### src/rtl/bcd_time_of_day_clock.sv
// BCD HH:MM:SS time-of-day counter with prescaler, validated time/alarm loads,
// alarm comparator, day-rollover pulse and combinational 12/24-hour presentation.
module bcd_time_of_day_clock #(
    parameter int unsigned DIV = 1,
    parameter int unsigned PW  = 24
) (
    input  logic        CLK,
    input  logic        Reset_n,
    input  logic        Enable,
    input  logic        Set_time,
    input  logic [23:0] Time_in,
    input  logic        Alarm_set,
    input  logic [23:0] Alarm_in,
    input  logic        Alarm_en,
    input  logic        Mode_12h,
    output logic [23:0] Time_out,
    output logic        PM,
    output logic        Sec_tick,
    output logic        Rollover,
    output logic        Alarm_match,
    output logic        Load_err
);

    localparam logic [PW-1:0] LAST = PW'(DIV - 1);

    logic [23:0]   time_q;
    logic [23:0]   alarm_q;
    logic [PW-1:0] count;
    logic          tick;
    logic [23:0]   next_time;
    logic          time_ok;
    logic          alarm_ok;
    logic [4:0]    hour_bin;
    logic [4:0]    disp_hour;

    function automatic logic valid_bcd(input logic [23:0] t);
        logic hour_ok;
        hour_ok = (t[23:20] < 4'd2 && t[19:16] <= 4'd9) ||
                  (t[23:20] == 4'd2 && t[19:16] <= 4'd3);
        return hour_ok && t[15:12] <= 4'd5 && t[11:8] <= 4'd9 &&
               t[7:4] <= 4'd5 && t[3:0] <= 4'd9;
    endfunction

    // Ripple the carry from seconds-ones up to the hour pair, which wraps 23 -> 00.
    function automatic logic [23:0] bcd_inc(input logic [23:0] t);
        logic [23:0] r;
        r = t;
        if (t[3:0] != 4'd9) begin
            r[3:0] = t[3:0] + 4'd1;
        end else begin
            r[3:0] = 4'd0;
            if (t[7:4] != 4'd5) begin
                r[7:4] = t[7:4] + 4'd1;
            end else begin
                r[7:4] = 4'd0;
                if (t[11:8] != 4'd9) begin
                    r[11:8] = t[11:8] + 4'd1;
                end else begin
                    r[11:8] = 4'd0;
                    if (t[15:12] != 4'd5) begin
                        r[15:12] = t[15:12] + 4'd1;
                    end else begin
                        r[15:12] = 4'd0;
                        if (t[23:16] == 8'h23) begin
                            r[23:16] = 8'h00;
                        end else if (t[19:16] == 4'd9) begin
                            r[23:20] = t[23:20] + 4'd1;
                            r[19:16] = 4'd0;
                        end else begin
                            r[19:16] = t[19:16] + 4'd1;
                        end
                    end
                end
            end
        end
        return r;
    endfunction

    assign tick      = Enable && (count == LAST);
    assign next_time = bcd_inc(time_q);
    assign time_ok   = valid_bcd(Time_in);
    assign alarm_ok  = valid_bcd(Alarm_in);

    always_ff @(posedge CLK) begin
        // NOTE: non-blocking assignments keep every register sampling pre-edge values.
        if (!Reset_n) begin
            time_q      <= '0;
            alarm_q     <= '0;
            count       <= '0;
            Sec_tick    <= 1'b0;
            Rollover    <= 1'b0;
            Alarm_match <= 1'b0;
            Load_err    <= 1'b0;
        end else begin
            Sec_tick    <= 1'b0;
            Rollover    <= 1'b0;
            Alarm_match <= 1'b0;
            Load_err    <= (Set_time && !time_ok) || (Alarm_set && !alarm_ok);

            if (Alarm_set && alarm_ok) begin
                alarm_q <= Alarm_in;
            end

            // A load always swallows a coincident tick; a rejected load freezes everything.
            if (Set_time) begin
                if (time_ok) begin
                    time_q <= Time_in;
                    count  <= '0;
                end
            end else if (Enable) begin
                if (tick) begin
                    count       <= '0;
                    time_q      <= next_time;
                    Sec_tick    <= 1'b1;
                    Rollover    <= (time_q == 24'h235959);
                    Alarm_match <= Alarm_en && (next_time == alarm_q);
                end else begin
                    count <= count + PW'(1);
                end
            end
        end
    end

    always_comb begin
        hour_bin  = 5'(time_q[23:20]) * 5'd10 + 5'(time_q[19:16]);
        disp_hour = hour_bin;
        Time_out  = time_q;
        PM        = 1'b0;
        if (Mode_12h) begin
            PM = (hour_bin >= 5'd12);
            if (hour_bin == 5'd0) begin
                disp_hour = 5'd12;
            end else if (hour_bin > 5'd12) begin
                disp_hour = hour_bin - 5'd12;
            end
            Time_out[23:16] = (disp_hour >= 5'd10) ? {4'd1, 4'(disp_hour - 5'd10)}
                                                   : {4'd0, disp_hour[3:0]};
        end
    end

endmodule

### config.mk
export PLATFORM = sky130hd
export DESIGN_NAME = bcd_time_of_day_clock
export DESIGN_NICKNAME = d
export VERILOG_FILES = /design/src/rtl/bcd_time_of_day_clock.sv
export SDC_FILE = /design/constraint.sdc
export NUM_CORES = 1
export LEC_CHECK = 0
export CORE_ASPECT_RATIO = 0.5
export CORE_UTILIZATION = 50
export DETAILED_ROUTE_END_ITERATION = 8
export DONT_BUFFER_PORTS = 1
export PLACE_DENSITY = 0.61
export SLEW_MARGIN = 20
export SYNTH_ARGS = -nofsm -noshare
export SYNTH_HDL_FRONTEND = slang
export SYNTH_SLANG_ARGS = --single-unit
### constraint.sdc
create_clock -name CLK -period 5.65 [get_ports CLK]
set_clock_uncertainty 0.2 [all_clocks]
set_input_delay 0.565 -clock CLK [delete_from_list [all_inputs] [get_ports CLK]]
set_output_delay 0.565 -clock CLK [all_outputs]
set_load 0.05 [all_outputs]
Yosys cells after proc, flatten, opt, wreduce, memory -nomap -nowiden
Cells that the tools add are included.

Flip-flop bits (word level): 76. Bits of input ports: 55. Output and inout port bits: 29. Word-level logic and storage cells: 105.

Add/sub/neg operators: 10. Multipliers: 1. Magnitude comparators: 17. Equality and inequality tests: 11. Muxes and demuxes: 26. Bitwise operators: 3. Reduce and logical (&&, ||, !) cells: 30.

Operators with widths (count): 24-bit 2-to-1 mux (8); 24-bit by 1-bit adder with 24-bit output, second input constant (1); 4-bit by 1-bit adder with 4-bit output, second input constant (6); 24-bit by 22-bit equality test with 1-bit output, second input constant (1); 24-bit equality test (1); 4-bit <= comparator, second input constant (6); 24-bit zero test (1); 4-bit 2-to-1 mux (6); 8-bit 2-to-1 mux (3); 20-bit 2-to-1 mux (1); 5-bit 2-to-1 mux (4); 1-bit logical AND (17); 4-bit by 3-bit <= comparator with 1-bit output, second input constant (4); 16-bit 2-to-1 mux (1); 12-bit 2-to-1 mux (1); 5-bit by 4-bit greater-or-equal comparator with 1-bit output, second input constant (2); 4-bit by 2-bit equality test with 1-bit output, second input constant (2); 8-bit by 6-bit equality test with 1-bit output, second input constant (1); 4-bit by 2-bit <= comparator with 1-bit output, second input constant (2); 4-bit by 2-bit < comparator with 1-bit output, second input constant (2); 4-bit by 3-bit inequality test with 1-bit output, second input constant (2); 4-bit inequality test, second input constant (2); 5-bit by 4-bit adder with 5-bit output (1); 5-bit by 4-bit greater-than comparator with 1-bit output, second input constant (1); other kinds (15) (22).

Logic depth before layout (Yosys ltp)
Gate-level depths: netlist of the first run.

Word-level depth: 10. Depth in mapped cells: 12. Depth with buffers taken out: 12.

Worst setup path before layout of the first run
OpenSTA, ideal clock, no wires.

Kind: register -> output. Start: register time_q[22]. End: output Time_out[17]. Data arrival time: 3.643 ns. Required time: 4.885 ns. Slack: 1.242 ns. Cell stages (with the launch flop): 13. Buffers on the path: 0. Cells stage by stage: dfxtp_1 ha_1 ha_1 xor2_1 inv_1 ha_1 or3b_2 nand2_1 a21oi_1 ha_1 o21ai_1 xnor2_1 o31ai_1.

Cells in the longest elaborated chain, start to end: 9. Elaborated cells on any way between the ends: 12.

RTL lines: from (decl) (RTL line 26) `logic [23:0] time_q;`; from (signal assigned) (RTL line 107) `time_q <= Time_in;`; from (signal assigned) (RTL line 113) `time_q <= next_time;`; 4-bit by 3-bit multiplier with 4-bit output (*) (RTL line 125) `hour_bin = 5'(time_q[23:20]) * 5'd10 + 5'(time_q[19:16]);`; 5-bit by 4-bit adder with 5-bit output (*) (RTL line 125); 5-bit by 4-bit subtractor with 5-bit output / 5-bit by 4-bit greater-than comparator with 1-bit output (equally long branches) (RTL line 134, 133); 5-bit 2-to-1 mux (RTL line 133) `end else if (hour_bin > 5'd12) begin`; 5-bit 2-to-1 mux (*) (RTL line 131) `if (hour_bin == 5'd0) begin`; 5-bit 2-to-1 mux (*) (RTL line 129) `if (Mode_12h) begin`; 5-bit by 4-bit greater-or-equal comparator with 1-bit output / 4-bit subtractor (equally long branches) (RTL line 136) `Time_out[23:16] = (disp_hour >= 5'd10) ? {4'd1, 4'(disp_hour - 5'd10)}`; 5-bit 2-to-1 mux (*) (RTL line 136); 8-bit 2-to-1 mux (*) (RTL line 129); to (decl) (RTL line 16) `output logic [23:0] Time_out,`.

Mark *: on every way between the ends. The rest lies on a longest branch, timed or not. The select of a mux whose other input is x is not followed.

Worst setup path after layout of the first run
Start: register time_q[20]. End: output Time_out[18].

Cells in the longest elaborated chain, start to end: 9. Elaborated cells on any way between the ends: 12.

RTL lines (RTL line): 4-bit by 3-bit multiplier with 4-bit output (*) (125); 5-bit by 4-bit adder with 5-bit output (*) (125); 5-bit by 4-bit subtractor with 5-bit output / 5-bit by 4-bit greater-than comparator with 1-bit output (equally long branches) (134, 133); 5-bit 2-to-1 mux (133); 5-bit 2-to-1 mux (*) (131); 5-bit 2-to-1 mux (*) (129); 4-bit subtractor / 5-bit by 4-bit greater-or-equal comparator with 1-bit output (equally long branches) (136); 5-bit 2-to-1 mux (*) (136); 8-bit 2-to-1 mux (*) (129).

Marked as above.

==> out/qor.yml, run 1 <==
status: "finished clean"
grt_usage_pct: 24.94
synth_ff_type: "dfxtp_1"
cp_max_fo: 12
cts_resized: 0
finalSetupTns_ns: 0
synth_top_family_by_area: "simple AND/OR/NAND/NOR gates"
dp.cells: 748
placement_rows: 25
hold_viol: 0
first_pass_iters: 5
nNetsFinal: 693
multi_input_area_um2: 3254
synthSimpleGateAreaFrac_pct: 28.50
vias: 4568
cts_root_buf: "clkbuf_16"
seq_area_frac_synth_pct: 29.42
initial_core_util_pct: 53.16
diodes: 0
post_route_cells_drive_above_1_share_pct: 5.723
syn2layout_area_growth_pct: 3.920
period_share_pct: 85.64
drt_iter0_drc: 335
worstMarginPinSlew_ns: 1.032
cts_hold_buf: 0
syn-num-nets: 730
synth_xor_area_share_pct: 7.380
place_hpwl_um: 9559
crit_chain: "ha_1 > ha_1 > xor2_1 > inv_1 > ha_1 > or3b_2 > nand2_1 > a21oi_1 > ha_1 > o21ai_1 > nor2_1 > o311ai_2"
setup_viol: 0
dieArea_um2: 10780
finalHoldWorstSlack_ns: 0.1540
io-pin-count: 84
drc_errors: 0
p_per_area_nw_per_um2: 243.4
cpPeakStageDelay_ns: 0.79
regArea_um2: 1521
cts_tree: "built"
ant_nets: 0
synth_warnings: 0
syn_area_um2: 5171
critPathSlowestCell: "o311ai_2"
synth_edf_count: 0
slew_headroom_pct: 31.38
grt_pass1_wl_um: 21110
slew_violations: 0
critPathMostFrequentCell: "ha_1"
core_um2: 9728
startpoint_type: "flop"
async_reset_ff_share_pct: 0
gp_congestion: 0.9349
critPathArrivalTime_ns: 4.07
ys_ff_latch: 76
synth_cells: 661
avgSynthCellArea_um2: 7.823
hold_path_class: "in2reg"
synth_compound_area_share_pct: 17.61
avgViaCountPerCell: 5.979
postCtsSetupRepairBufs: 0
maxCapViolations: 0
clk_pin_slew_ns: 0.06
antenna_found_initial: 0
clk_latency_ns: 0.34
grt_max_degree: 50
die_h_um: 73.91
grt_setup_unrepaired: "no"
p_leak_nw: 1.882
peakVddDrop_mv: 0.1627
synth_fa_ha_area_share_pct: 3.533
cts-buffers-inserted: 9
cts_max_path_buffers: 2
wl_per_cell_um: 17.35
die_x_um: 145.8
fmax_ghz: 0.2067
fillers: 948
grt_pass1_vias: 4038
totalWireLength_um: 13260
synth.distinct_cells: 76
post-route-min-period_ns: 4.838
worstSetupPathType: "reg2out"
crit_path_end_kind: "primary output"
grt-ovfl-total: 0
synthMuxAreaShare_pct: 5.686
h-tree-depth: 3
critPathRequiredTime_ns: 4.89
cts.sinks: 76
layout.cells.non_filler: 764
portBuffers: 0
[worst max-delay path: cells and delay by family (launching register included)]
kind                       cells  cell delay, ns
and+or+nand+nor                3            0.67
AOI/OAI and AO/OA              3            1.14
DFF                            1            0.57
adders and majority gates      4            1.02
xor gates and xnor gates       1            0.19
buffers and inverters          1            0.15
[cells in the mapped netlist (4+ instances only)]
cell / n / share of area, %
nor2_1: 77 / 5.6
dfxtp_1: 76 / 29
nand2_1: 62 / 4.5
a21oi_1: 44 / 4.3
o21ai_0: 33 / 3.2
mux2i_1: 26 / 5.0
inv_1: 23 / 1.7
xnor2_1: 23 / 3.9
clkbuf_1: 21 / 1.5
buf_4: 19 / 2.8
xor2_1: 18 / 3.0
nor4_1: 17 / 2.1
nand3_1: 16 / 1.5
nor3_1: 15 / 1.5
ha_1: 13 / 3.1
nand4_1: 12 / 1.5
and3_1: 11 / 1.3
nand2b_1: 11 / 1.3
buf_2: 9 / 0.87
nor2b_1: 9 / 1.1
a31oi_1: 8 / 0.97
nor3b_1: 7 / 1.0
o31ai_1: 7 / 1.0
or3_1: 7 / 0.85
and4_1: 6 / 1.0
o211ai_1: 6 / 0.87
a22oi_1: 5 / 0.73
a221oi_1: 4 / 0.68
and2_1: 4 / 0.48
buf_6: 4 / 0.87
o21ai_1: 4 / 0.39
or4_1: 4 / 0.58
[report_power, final]
group          internal, mW  total [mW]  switching, mW
registers             0.543       0.576         0.0327
clock network         0.341       0.569          0.228
logic                0.0567       0.163          0.106
total                 0.941        1.31          0.367
[cell families after synthesis]
| kind of cell | Yosys count |
|---|---|
| flops | 76 |
| simple gates | 281 |
| fa+ha+maj | 14 |
| buf+inv | 78 |
| compound gates | 141 |
| mux | 29 |
| xor+xnor | 42 |
[layer usage]
metal,GRT usage (%),wire length (µm)
met5,0,0
met1,33.10,6351
met2,40.30,5881
met4,6.667,165
met3,6.957,862
[final timing paths]
path	slack, ns	end	cells after the start	start
worst min-delay path	0.15	time_q[6]	1	Reset_n
worst max-delay path	0.81	Time_out[18]	12	time_q[20]
worst max register to register	2.13	Alarm_match	7	time_q[0]
worst min register to register	0.29	alarm_q[15]	1	alarm_q[15]
[state kept, by name, summed over array words and instances (netlist names)]
register     cells
count           24
Load_err         1
time_q          24
Alarm_match      1
alarm_q         24
Rollover         1
Sec_tick         1
[through the flow]
step	area [µm²]	power (mW)	worst slack [ns]	util, %
finish	5374	1.308	0.8116	55.24
global route	5374	1.361	0.5595	55.24
CTS	5374	1.321	0.7881	55.24
detailed placement	5080	0.7500	1.169	52.22
global placement	5080	0.7471	1.293	52.22
floorplan	5171	0.7277	1.242	-
[area by class of cell]
class	instances	area share, %
Multi-Input combinational cell	507	60.56
Tap cell	135	3.143
Inverter	24	1.676
Clock inverter	6	1.211
Clock buffer	10	4.261
Sequential cell	76	28.31
Timing Repair Buffer	6	0.8382
[cells in the final DEF, fill, tap and decap left out, types with 8 or more instances in the layout]
cell type / n
nor2_1: 77
dfxtp_1: 76
nand2_1: 62
a21oi_1: 44
o21ai_0: 33
mux2i_1: 26
inv_1: 23
xnor2_1: 23
xor2_1: 18
nor4_1: 17
nand3_1: 16
nor3_1: 15
ha_1: 13
nand4_1: 12
nand2b_1: 11
and3_1: 11
nor2b_1: 9
clkbuf_16: 9
a31oi_1: 8
No activity file was read; power rests on OpenSTA's default activity.
==> inputs of run 2 (changes only) <==
--- a/config.mk
+++ b/config.mk
@@ -5,11 +5,12 @@
 export SDC_FILE = /design/constraint.sdc
 export NUM_CORES = 1
 export LEC_CHECK = 0
+export BUFFER_PORTS_ARGS = -buffer_cell sky130_fd_sc_hd__buf_2
 export CORE_ASPECT_RATIO = 0.5
 export CORE_UTILIZATION = 50
+export CTS_CLUSTER_SIZE = 25
 export DETAILED_ROUTE_END_ITERATION = 8
-export DONT_BUFFER_PORTS = 1
-export PLACE_DENSITY = 0.61
+export PLACE_DENSITY = 0.68
 export SLEW_MARGIN = 20
 export SYNTH_ARGS = -nofsm -noshare
 export SYNTH_HDL_FRONTEND = slang
==> run 2 against run 1 <==
Fmax increased by 5.2%. Largest cell class unchanged. Clock-buffer cell count increased by 1. Die area unchanged. Critical endpoint unchanged. Highest routed layer unchanged. Critical path depth increased by 1. Non-clock buffer count increased by 83.
==> out/qor.yml, run 2 (same netlist as run 1, synthesis figures left out) <==
wl_per_cell_um: 15.94
stdcell_area_um2: 5818
diodes: 0
maxCapViolations: 0
cts_hold_buf: 0
drt_iter0_drc: 292
drc_errors: 0
cp.buffers_inverters: 2
grt_usage_pct: 25.80
finalSetupTns_ns: 0
grt_pass1_vias: 4384
layout_common_cells: "83 x buf_2, 77 x nor2_1, 76 x dfxtp_1, 62 x nand2_1, 44 x a21oi_1"
cts-buffers-inserted: 9
placement_rows: 25
h-tree-depth: 3
largestRegisters: "alarm_q: 24 flops, count: 24 flops, time_q: 24 flops"
cts_resized: 0
cts.sinks: 76
first_pass_iters: 5
min_to: "alarm_q[4]"
status: "finished clean"
p_per_area_nw_per_um2: 241.5
initial_core_util_pct: 53.16
worstReg2RegEnd: "Alarm_match"
critical-path-top-delay-family: "simple AND/OR/NAND/NOR gates"
p_switching_uw: 386.3
critPathMostFrequentCell: "ha_1"
r2r_cells: 7
cts_tree: "built"
totalWireLength_um: 13500
setup_viol: 0
core_um2: 9728
io-pin-count: 84
cp_num_cells: 13
die_x_um: 145.8
p_comb_share_pct: 15.4
final_common_cell: "buf_2"
crit_path_end_kind: "primary output"
clk_latency_ns: 0.34
antenna_found_initial: 1
critPathSlowestCell: "dfxtp_1"
p_leak_nw: 2.271
cts_max_path_buffers: 2
rr_startpoint: "time_q[0]"
dieArea_um2: 10780
place_hpwl_um: 9928
die_h_um: 73.91
dp.cells: 831
critPathRequiredTime_ns: 4.89
min_path_cells: 3
cts_root_buf: "clkbuf_16"
grt_pass1_wl_um: 21970
worstMarginPinSlew_ns: 0.7214
post_route_cells_drive_above_1_share_pct: 16.57
p_sw_share_pct: 27.49
hold_path_class: "in2reg"
fmax_ghz: 0.2173
vias: 4885
nNetsFinal: 776
period_share_pct: 81.44
postCtsSetupRepairBufs: 0
post-route-min-period_ns: 4.601
layout.cells.non_filler: 847
crit_chain: "ha_1 > ha_1 > xor2_1 > inv_1 > ha_1 > or3b_2 > nand2_1 > or3_1 > o211ai_2 > o21ai_1 > or3_1 > o311ai_2 > buf_2"
reg2reg_slack_ns: 2.58
clk_pin_slew_ns: 0.06
critPathArrivalTime_ns: 3.84
slew_headroom_pct: 51.54
pwr-share-seq_pct: 39.7
min_from: "Alarm_in[4]"
grt_max_degree: 50
gp_congestion: 0.9260
slew_violations: 0
hold_viol: 0
portBuffers: 83
placed_area_um2: 5490
p_int_mw: 1.019
startpoint_type: "flop"
grt_setup_unrepaired: "no"
cp_max_fo: 12
p_clk_share_pct: 44.9
ant_nets: 0
worstSetupPathType: "reg2out"
avgViaCountPerCell: 5.767
cpPeakStageDelay_ns: 0.59
fillers: 927
syn2layout_area_growth_pct: 12.51
peakVddDrop_mv: 0.1389
grt-ovfl-total: 0
==> run 2: cell count changes in the layout (fill, tap and decap cells not counted), sizes merged <==
cell and change:
clkinvlp -3, bufinv +1, clkinv +1, clkbuf +1
buf +83
==> run 2: worst max-delay path by stage <==
stage	start	slack [ns]	end
6_report	time_q[20]	1.05	Time_out[18]
5_1_grt	time_q[20]	0.91	Time_out[18]
4_1_cts	time_q[20]	1.07	Time_out[18]
3_5_place_dp	time_q[20]	1.44	Time_out[18]
3_3_place_gp	time_q[20]	1.56	Time_out[18]
2_1_floorplan	time_q[22]	1.24	Time_out[17]
==> run 2: power groups by stage <==
stage	clock network, mW	registers [mW]	logic (mW)
floorplan	0	0.564	0.163
global placement	0	0.569	0.211
detailed placement	0	0.570	0.215
CTS	0.641	0.558	0.216
global route	0.664	0.560	0.234
finish	0.631	0.558	0.216
==> run 2: through the flow <==
| stage | util (%) | power [mW] | worst slack (ns) | hold WS [ns] |
|---|---|---|---|---|
| floorplan | - | 0.7277 | 1.242 | 0.2679 |
| detailed placement | 56.44 | 0.7847 | 1.439 | 0.2814 |
| global placement | 56.44 | 0.7807 | 1.560 | 0.2762 |
| global route | 59.81 | 1.458 | 0.9063 | 0.2749 |
| finish | 59.81 | 1.405 | 1.049 | 0.2590 |
| CTS | 59.81 | 1.414 | 1.067 | 0.2548 |
==> run 2: final cells by class <==
type,count,area [µm²],area share [%]
Clock buffer,11,242.7,4.172
Clock inverter,5,85.08,1.462
Inverter,24,90.09,1.548
Multi-Input combinational cell,507,3249,55.85
Sequential cell,76,1521,26.15
Tap cell,135,168.9,2.903
Timing Repair Buffer,89,460.4,7.914
==> run 2: per-layer routing <==
metal | global-route usage, % | vias to the layer above | wire (µm) | share of wire [%]
met5 | 0 | - | 0 | 0
met4 | 8.772 | 0 | 288 | 2.1
met3 | 6.087 | 25 | 790 | 5.9
met2 | 41.25 | 129 | 5903 | 44
met1 | 34.58 | 2276 | 6522 | 48
li1 | - | 2455 | - | -
==> run 2: worst min-delay path, cell delays in order <==
cell	delay, ns
buf_2	0.07
mux2i_1	0.05
nor2_1	0.07
==> inputs of run 3 (changes only) <==
==> constraint.sdc (replaced) <==
create_clock -name CLK -period 4.6 [get_ports CLK]
set_clock_uncertainty 0.2 [all_clocks]
set_input_delay 0.46 -clock CLK [delete_from_list [all_inputs] [get_ports CLK]]
set_output_delay 0.46 -clock CLK [all_outputs]
set_load 0.05 [all_outputs]
==> run 3 against run 2 <==
Utilization rose by 0.14 points. Routed wire length is 0.36% higher. Cell area grew 0.24%. Worst setup slack got worse by 0.80 ns. Global-route usage decreased by 0.085 points. Largest power group unchanged. First-iteration DRC count increased by 35%. Via count rose by 0.49%.
==> out/qor.yml, run 3 (same netlist as run 1, synthesis figures left out) <==
largestRegisters: "alarm_q: 24 flops, count: 24 flops, time_q: 24 flops"
critical-path-top-delay-family: "simple AND/OR/NAND/NOR gates"
setup_viol: 0
dp.cells: 832
critPathRequiredTime_ns: 3.94
clk_pin_slew_ns: 0.06
critPathSlowestCell: "dfxtp_1"
grt-ovfl-total: 0
grt_pass1_wl_um: 21850
drc_errors: 0
grt_setup_unrepaired: "no"
first_pass_iters: 5
drt_iter0_drc: 393
slew_headroom_pct: 46.53
ant_nets: 0
post_route_cells_drive_above_1_share_pct: 16.41
avgViaCountPerCell: 5.789
initial_core_util_pct: 53.16
critPathMostFrequentCell: "ha_1"
r2r_cells: 9
period_share_pct: 94.67
portBuffers: 83
totalWireLength_um: 13550
min_path_cells: 3
cts_resized: 0
place_hpwl_um: 9875
layout.cells.non_filler: 848
h-tree-depth: 3
cp_num_cells: 13
worstSetupPathType: "reg2out"
io-pin-count: 84
die_x_um: 145.8
cts_max_path_buffers: 2
crit_chain: "ha_1 > ha_1 > xor2_1 > inv_1 > ha_1 > or3b_2 > nand2_1 > or3_1 > o211ai_2 > o21ai_1 > or3_1 > o311ai_2 > buf_2"
cts_tree: "built"
cts-buffers-inserted: 9
wl_per_cell_um: 15.98
maxCapViolations: 0
rr_startpoint: "count[0]"
cts_root_buf: "clkbuf_16"
finalSetupTns_ns: 0
cp_max_fo: 8
worstMarginPinSlew_ns: 0.7959
grt_usage_pct: 25.72
antenna_found_initial: 1
postCtsSetupRepairBufs: 0
critPathArrivalTime_ns: 3.69
final_common_cell: "buf_2"
grt_max_degree: 50
layout_common_cells: "83 x buf_2, 77 x nor2_1, 76 x dfxtp_1, 62 x nand2_1, 44 x a21oi_1"
clk_latency_ns: 0.34
status: "finished clean"
fillers: 920
cts.sinks: 76
grt_pass1_vias: 4284
die_h_um: 73.91
slew_violations: 0
placement_rows: 25
p_leak_nw: 2.277
cp.buffers_inverters: 2
crit_path_end_kind: "primary output"
fmax_ghz: 0.2296
vias: 4909
min_from: "Alarm_in[8]"
worstSetupStartpoint: "time_q[22]"
syn2layout_area_growth_pct: 12.78
gp_congestion: 0.9278
nNetsFinal: 777
startpoint_type: "flop"
dieArea_um2: 10780
cpPeakStageDelay_ns: 0.46
cts_hold_buf: 0
hold_viol: 0
peakVddDrop_mv: 0.1882
post-route-min-period_ns: 4.355
diodes: 0
core_um2: 9728
p_per_area_nw_per_um2: 300.5
hold_path_class: "in2reg"
==> run 3: changes by cell type in the layout (fill, tap and decap cells not counted), sizes merged <==
| cell | previous run | this run |
|---|---|---|
| clkbuf | 11 | 12 |
| bufinv | 2 | 3 |
| buf | 89 | 90 |
| clkinv | 3 | 1 |
==> run 3: worst paths after layout <==
path | to | slack, ns
setup / recovery | Time_out[18] | 0.25
hold / removal | alarm_q[8] | 0.16
setup reg to reg | count[11] | 1.46
hold reg to reg | alarm_q[15] | 0.29
==> run 3: area by class of cell <==
type / count / area, µm² / share of cell area (%)
Tap cell: 135 / 168.9 / 2.896
Inverter: 24 / 90.09 / 1.545
Multi-Input combinational cell: 507 / 3249 / 55.72
Sequential cell: 76 / 1521 / 26.09
Clock buffer: 12 / 236.5 / 4.055
Clock inverter: 4 / 97.59 / 1.673
Timing Repair Buffer: 90 / 467.9 / 8.024
==> run 3: power by group <==
part | leakage [nW] | switching [mW] | internal, mW
clock | 0.157 | 0.270 | 0.531
combinational | 1.51 | 0.174 | 0.0929
sequential | 0.614 | 0.0181 | 0.667
total | 2.28 | 0.462 | 1.29
==> run 3: metal layers <==
metal,track usage (%),part of all wire [%],up-vias
met5,0,0,-
met1,35.48,48,2300
met3,6.273,6.3,18
met4,8.070,1.6,0
met2,39.87,44,135
li1,-,-,2456
==> run 3: per-stage QoR <==
step	hold WS (ns)	instance area [µm²]	utilization (%)	power (mW)	setup WS [ns]
floorplan	0.2679	5171	-	0.8938	0.2971
detailed placement	0.2828	5498	56.51	0.9632	0.6320
CTS	0.1534	5832	59.95	1.761	0.2655
global route	0.1728	5832	59.95	1.823	0.05317
finish	0.1561	5832	59.95	1.753	0.2452
global placement	0.2752	5498	56.51	0.9599	0.7620
==> run 3: worst register-to-register path, cell delays in order, from the launching register on <==
cell and delay [ns]:
dfxtp_1 0.37, inv_1 0.09, ha_1 0.20, nor4bb_1 0.12, and4_1 0.23, a21oi_1 0.39
nand2b_1 0.46, nand2_1 0.54, a21oi_1 0.30, a22o_1 0.16
